## config.mk

```make
export PLATFORM = sky130hd
export DESIGN_NAME = uart_tx_sched
export DESIGN_NICKNAME = d
export VERILOG_FILES = /design/src/rtl/uart_tx_sched.sv
export SDC_FILE = /design/constraint.sdc
export NUM_CORES = 1
export LEC_CHECK = 0
export CORE_MARGIN = 2
export CORE_UTILIZATION = 45
export CTS_CLUSTER_DIAMETER = 50
export DETAILED_ROUTE_END_ITERATION = 7
export PLACE_DENSITY_LB_ADDON = 0.15
export SKIP_CTS_REPAIR_TIMING = 1
export SLEW_MARGIN = 10
export SYNTH_ARGS = -nofsm -noshare
export SYNTH_HDL_FRONTEND = slang
export SYNTH_SLANG_ARGS = --single-unit
```

## constraint.sdc

```tcl
create_clock -name clk -period 2.07 [get_ports clk]
set_clock_uncertainty 0.1 [all_clocks]
set_input_delay 0.207 -clock clk [delete_from_list [all_inputs] [get_ports clk]]
set_output_delay 0.207 -clock clk [all_outputs]
set_load 0.01 [all_outputs]
```

## src/rtl/uart_tx_sched.sv

```systemverilog
// Two-requester round-robin UART transmit scheduler and framer.
// Frames are start/data/(parity)/stop; one bit advances per shared baud tick.
module uart_tx_sched #(
    parameter int DATA_BITS  = 8,
    parameter int STOP_BITS  = 1,
    parameter int PARITY_EN  = 0,
    parameter int PARITY_ODD = 0
) (
    input  logic                 clk,
    input  logic                 reset,
    input  logic                 baud_tick,
    output logic                 baud_clr,
    input  logic                 req0,
    input  logic [DATA_BITS-1:0] data0,
    output logic                 ack0,
    input  logic                 req1,
    input  logic [DATA_BITS-1:0] data1,
    output logic                 ack1,
    output logic                 tx,
    output logic                 busy,
    output logic                 done,
    output logic                 grant_id
);

    typedef enum logic [2:0] {IDLE, START, DATA, PARITY, STOP} state_t;

    localparam logic [2:0] LAST_IDX   = 3'(DATA_BITS - 1);
    localparam logic       LAST_STOP  = 1'(STOP_BITS - 1);
    localparam logic       ODD        = (PARITY_ODD != 0);
    localparam bit         HAS_PARITY = (PARITY_EN != 0);

    state_t               state, state_nxt;
    logic [DATA_BITS-1:0] shreg, shreg_nxt;
    logic [2:0]           idx, idx_nxt;
    logic                 stop_cnt, stop_cnt_nxt;
    logic                 parity_bit, parity_nxt;
    logic                 prio, prio_nxt;
    logic                 grant_nxt;
    logic                 ack0_nxt, ack1_nxt, done_nxt;
    logic                 tx_nxt;
    logic                 win1;
    logic [DATA_BITS-1:0] win_data;

    // prio=1 means requester 1 wins a tie; it always points away from the last winner
    always_comb begin
        state_nxt    = state;
        shreg_nxt    = shreg;
        idx_nxt      = idx;
        stop_cnt_nxt = stop_cnt;
        parity_nxt   = parity_bit;
        prio_nxt     = prio;
        grant_nxt    = grant_id;
        ack0_nxt     = 1'b0;
        ack1_nxt     = 1'b0;
        done_nxt     = 1'b0;
        win1         = req1 & (~req0 | prio);
        win_data     = win1 ? data1 : data0;

        unique case (state)
            IDLE: begin
                if (req0 | req1) begin
                    state_nxt  = START;
                    grant_nxt  = win1;
                    prio_nxt   = ~win1;
                    ack0_nxt   = ~win1;
                    ack1_nxt   = win1;
                    shreg_nxt  = win_data;
                    parity_nxt = (^win_data) ^ ODD;
                end
            end
            START: begin
                if (baud_tick) begin
                    state_nxt = DATA;
                    idx_nxt   = 3'd0;
                end
            end
            DATA: begin
                if (baud_tick) begin
                    shreg_nxt = shreg >> 1;
                    idx_nxt   = idx + 3'd1;
                    if (idx == LAST_IDX) begin
                        state_nxt    = HAS_PARITY ? PARITY : STOP;
                        stop_cnt_nxt = 1'b0;
                    end
                end
            end
            PARITY: begin
                if (baud_tick) begin
                    state_nxt    = STOP;
                    stop_cnt_nxt = 1'b0;
                end
            end
            STOP: begin
                if (baud_tick) begin
                    if (stop_cnt == LAST_STOP) begin
                        state_nxt = IDLE;
                        done_nxt  = 1'b1;
                    end else begin
                        stop_cnt_nxt = stop_cnt + 1'b1;
                    end
                end
            end
            default: state_nxt = IDLE;
        endcase

        // outputs are registered, so they are decoded from the state being entered
        unique case (state_nxt)
            START:   tx_nxt = 1'b0;
            DATA:    tx_nxt = shreg_nxt[0];
            PARITY:  tx_nxt = parity_nxt;
            default: tx_nxt = 1'b1;
        endcase
    end

    always_ff @(posedge clk or negedge reset) begin
        if (!reset) begin
            state    <= IDLE;
            idx      <= 3'd0;
            stop_cnt <= 1'b0;
            prio     <= 1'b0;
            grant_id <= 1'b0;
            ack0     <= 1'b0;
            ack1     <= 1'b0;
            done     <= 1'b0;
            tx       <= 1'b1;
            busy     <= 1'b0;
            baud_clr <= 1'b1;
        end else begin
            state    <= state_nxt;
            idx      <= idx_nxt;
            stop_cnt <= stop_cnt_nxt;
            prio     <= prio_nxt;
            grant_id <= grant_nxt;
            ack0     <= ack0_nxt;
            ack1     <= ack1_nxt;
            done     <= done_nxt;
            tx       <= tx_nxt;
            busy     <= (state_nxt != IDLE);
            baud_clr <= (state_nxt == IDLE);
        end
    end

    // Datapath needs no reset: it is only observed after a fresh grant reloads it
    always_ff @(posedge clk) begin
        shreg      <= shreg_nxt;
        parity_bit <= parity_nxt;
    end

endmodule

```

==> impl_metrics.yaml <==
worst_hold_path:
  holdCritPathClass: "in2async"
sta:
  slew_viol_final: 0
  rsz0062_at_grt: "no"
  min_period_over_period_pct: 85.65
  slew_headroom_pct: 57.64
  finalSetupViolations: 0
  finalHoldViolations: 0
  fin_tns_setup_ps: 0
  finalCriticalPeriod_ps: 1773
  holdWs_ps: 172.9
  worst_pin_slew_ps: 633.4
  max_clock_freq_mhz: 564.0
clock_tree:
  cts_root_buf: "clkbuf_4"
  clkTransAtPathRegs_ps: 130
  cts_inserted_buffers: 3
  cts_tree: "yes"
  cts.sinks: 23
  clockBufferDepth: 2
  htree_levels: 1
  clk_latency_ps: 310
drt:
  drc: 0
  ant_nets: 0
  firstDrtPassIters: 4
  wl_per_cell_um: 13.44
  num_vias: 934
  wirelength_mm: 2.378
  routed_via_density: 5.277
  drtIter0Drc: 17
pwr:
  p_sw_share_pct: 36.19
  power.density_nw_per_um2: 1184
  combPwrFrac_pct: 42.1
  ir_worst_vdd_mv: 0.8647
  pwr-share-clk_pct: 11.0
  p_int_mw: 1.202
  seqPwrFrac_pct: 46.8
  switching_power_mw: 0.6821
  power_mw: 1.884
  p_leak_nw: 0.6796
floorplan:
  die_h_um: 57.39
  dieArea_um2: 3293
  die_w_um: 57.39
  io-pin-count: 28
  start_util_pct: 46.91
  row_count: 19
  coreArea_um2: 2734
worst_setup_path:
  max_stage_delay_ps: 570
  crit_type: "reg2reg"
  crit_chain: "nand3b_4, nor2_2, buf_4, a222oi_1, o221ai_1"
  r2r_setup_slack_ps: 300
  worstPathRequired_ps: 2190
  critPathCaptureType: "flop"
  start_kind: "flop"
  critPathSlowestCell: "dfrtp_1"
  cp.arrival_ps: 1900
  path_max_fanout: 10
yosys:
  synth-compound-area-share_pct: 10.15
  post_synth_xor_area_fraction_pct: 9.561
  synth_area_um2: 1282
  synthDistinctLibCells: 37
  muxShareOfSynthArea_pct: 7.512
  synthSimpleGateAreaFrac_pct: 18.83
  synthCells: 118
  yosysSeqAreaShare_pct: 47.02
  synth.net_count: 141
  yosys-top-cells-area: "dfrtp_1 (23%), edfxtp_1 (16%), xnor2_1 (8.2%)"
  yosys_most_used_dff: "dfrtp_1"
  yosysWarnings: 0
  synth-async-reset-ratio_pct: 60.87
  synth_top_family_by_area: "simple AND/OR/NAND/NOR gates"
  ys_ff_latch: 23
  synth_edf_count: 7
  synth_top_area_share_pct: 23.41
  yosys.area_share.adder_pct: 1.951
  synth.avg_cell_area_um2: 10.87
  synth_top_cell_by_area: "dfrtp_1"
status:
  status: "completed"
placement:
  port_buffers: 27
  dpl.hpwl_mm: 1.915
  dpl_cell_area_um2: 1565
  gp_congestion: 0.7487
job:
  maxCapViolCount: 0
cells_and_area:
  synthToLayoutAreaGrowth_pct: 24.10
  nets: 170
  most-common-layout-cells: "clkdlybuf4s50_1 (27), nand2_1 (16), xnor2_1 (12), dfrtp_1 (12), o21ai_1 (10)"
  diodes: 0
  stdcell_area_um2: 1592
  layout_commonest_cell: "clkdlybuf4s50_1"
  drive_gt1_share_pct: 14.38
global_routing:
  grt_pass1_wl_mm: 4.105
  grt_max_degree: 15
  grt_pass1_vias: 969
  grt_overflow: 0
  antenna_found_initial: 0
  track_usage_pct: 15.95
-- power by group through the flow --
stage | logic (mW) | clock network, mW | registers, mW
after floorplan | 0.618 | 0 | 0.838
after global placement | 0.782 | 0 | 0.887
after detailed placement | 0.808 | 0 | 0.893
after CTS | 0.808 | 0.215 | 0.885
after global routing | 0.877 | 0.226 | 0.912
final | 0.794 | 0.208 | 0.883
-- routing by layer --
metal  share of wire (%)  vias to the layer above  wire, µm  global-route usage, %
met1                  44                      439      1035                  18.50
met2                  51                       21      1223                  29.06
li1                    -                      470         -                      -
met3                 3.8                        4        91                  2.721
met4                 1.2                        0        28                  5.980
met5                   0                        -         0                      0
-- final cells by class --
type                       instances  area, µm²
clock buffer                       4      26.28
tap                               31      38.79
timing repair buffer              30      292.8
fill                             245       1142
sequential                        23      603.1
multi-input combinational         85      615.6
inverter                           4      15.01
-- cells in the mapped netlist (2+ instances only) --
library cell and instances:
edfxtp_1 7, a21oi_1 3, dfxtp_1 2, nor2_1 7
a21o_1 2, xnor2_1 12, ha_1 2, xor2_1 2
buf_6 3, buf_2 3, mux2i_1 7, dfstp_2 2
inv_2 2, o21ai_0 2, o21ai_1 10, nor2b_1 2
dfrtp_1 12, nand3b_1 3, nand2_1 16, inv_1 2
-- cell families after synthesis --
kind of cell / Yosys count
flops: 23
mux: 9
xor+xnor: 14
fa+ha+maj: 2
compound gates: 21
simple gates: 39
buf+inv: 10
-- worst max-delay path: cells and delay by family, from the launching register on --
family | cells | cell delay, ps
AND/OR/NAND/NOR | 2 | 260
AO/OA/AOI/OAI | 2 | 590
flip-flops | 1 | 570
buffers and inverters | 1 | 180
-- sequential cells by signal (all words and copies together) (netlist names) --
register and count:
prio 1, busy 1, tx 1, baud_clr 1, state 3, ack1 1, parity_bit 1, idx 3
done 1, ack0 1, shreg 8, grant_id 1
-- final timing paths --
kind                       startpoint         end  cells after the start
hold reg to reg            parity_bit  parity_bit                      2
setup reg to reg             state[2]          tx                      5
min in group clk           parity_bit  parity_bit                      2
hold / removal                  reset    state[2]                      1
max in group asynchronous       reset    state[1]                      1
setup / recovery             state[2]          tx                      5
-- stage by stage --
step	worst slack [ps]	utilization [%]	instances
final	297.1	58.22	177
after CTS	306.4	58.22	177
after global placement	127.5	57.25	173
after floorplan	403.7	-	118
after detailed placement	83.33	57.25	173
after global routing	188.4	58.22	177
No activity file was read; power rests on OpenSTA's default activity.
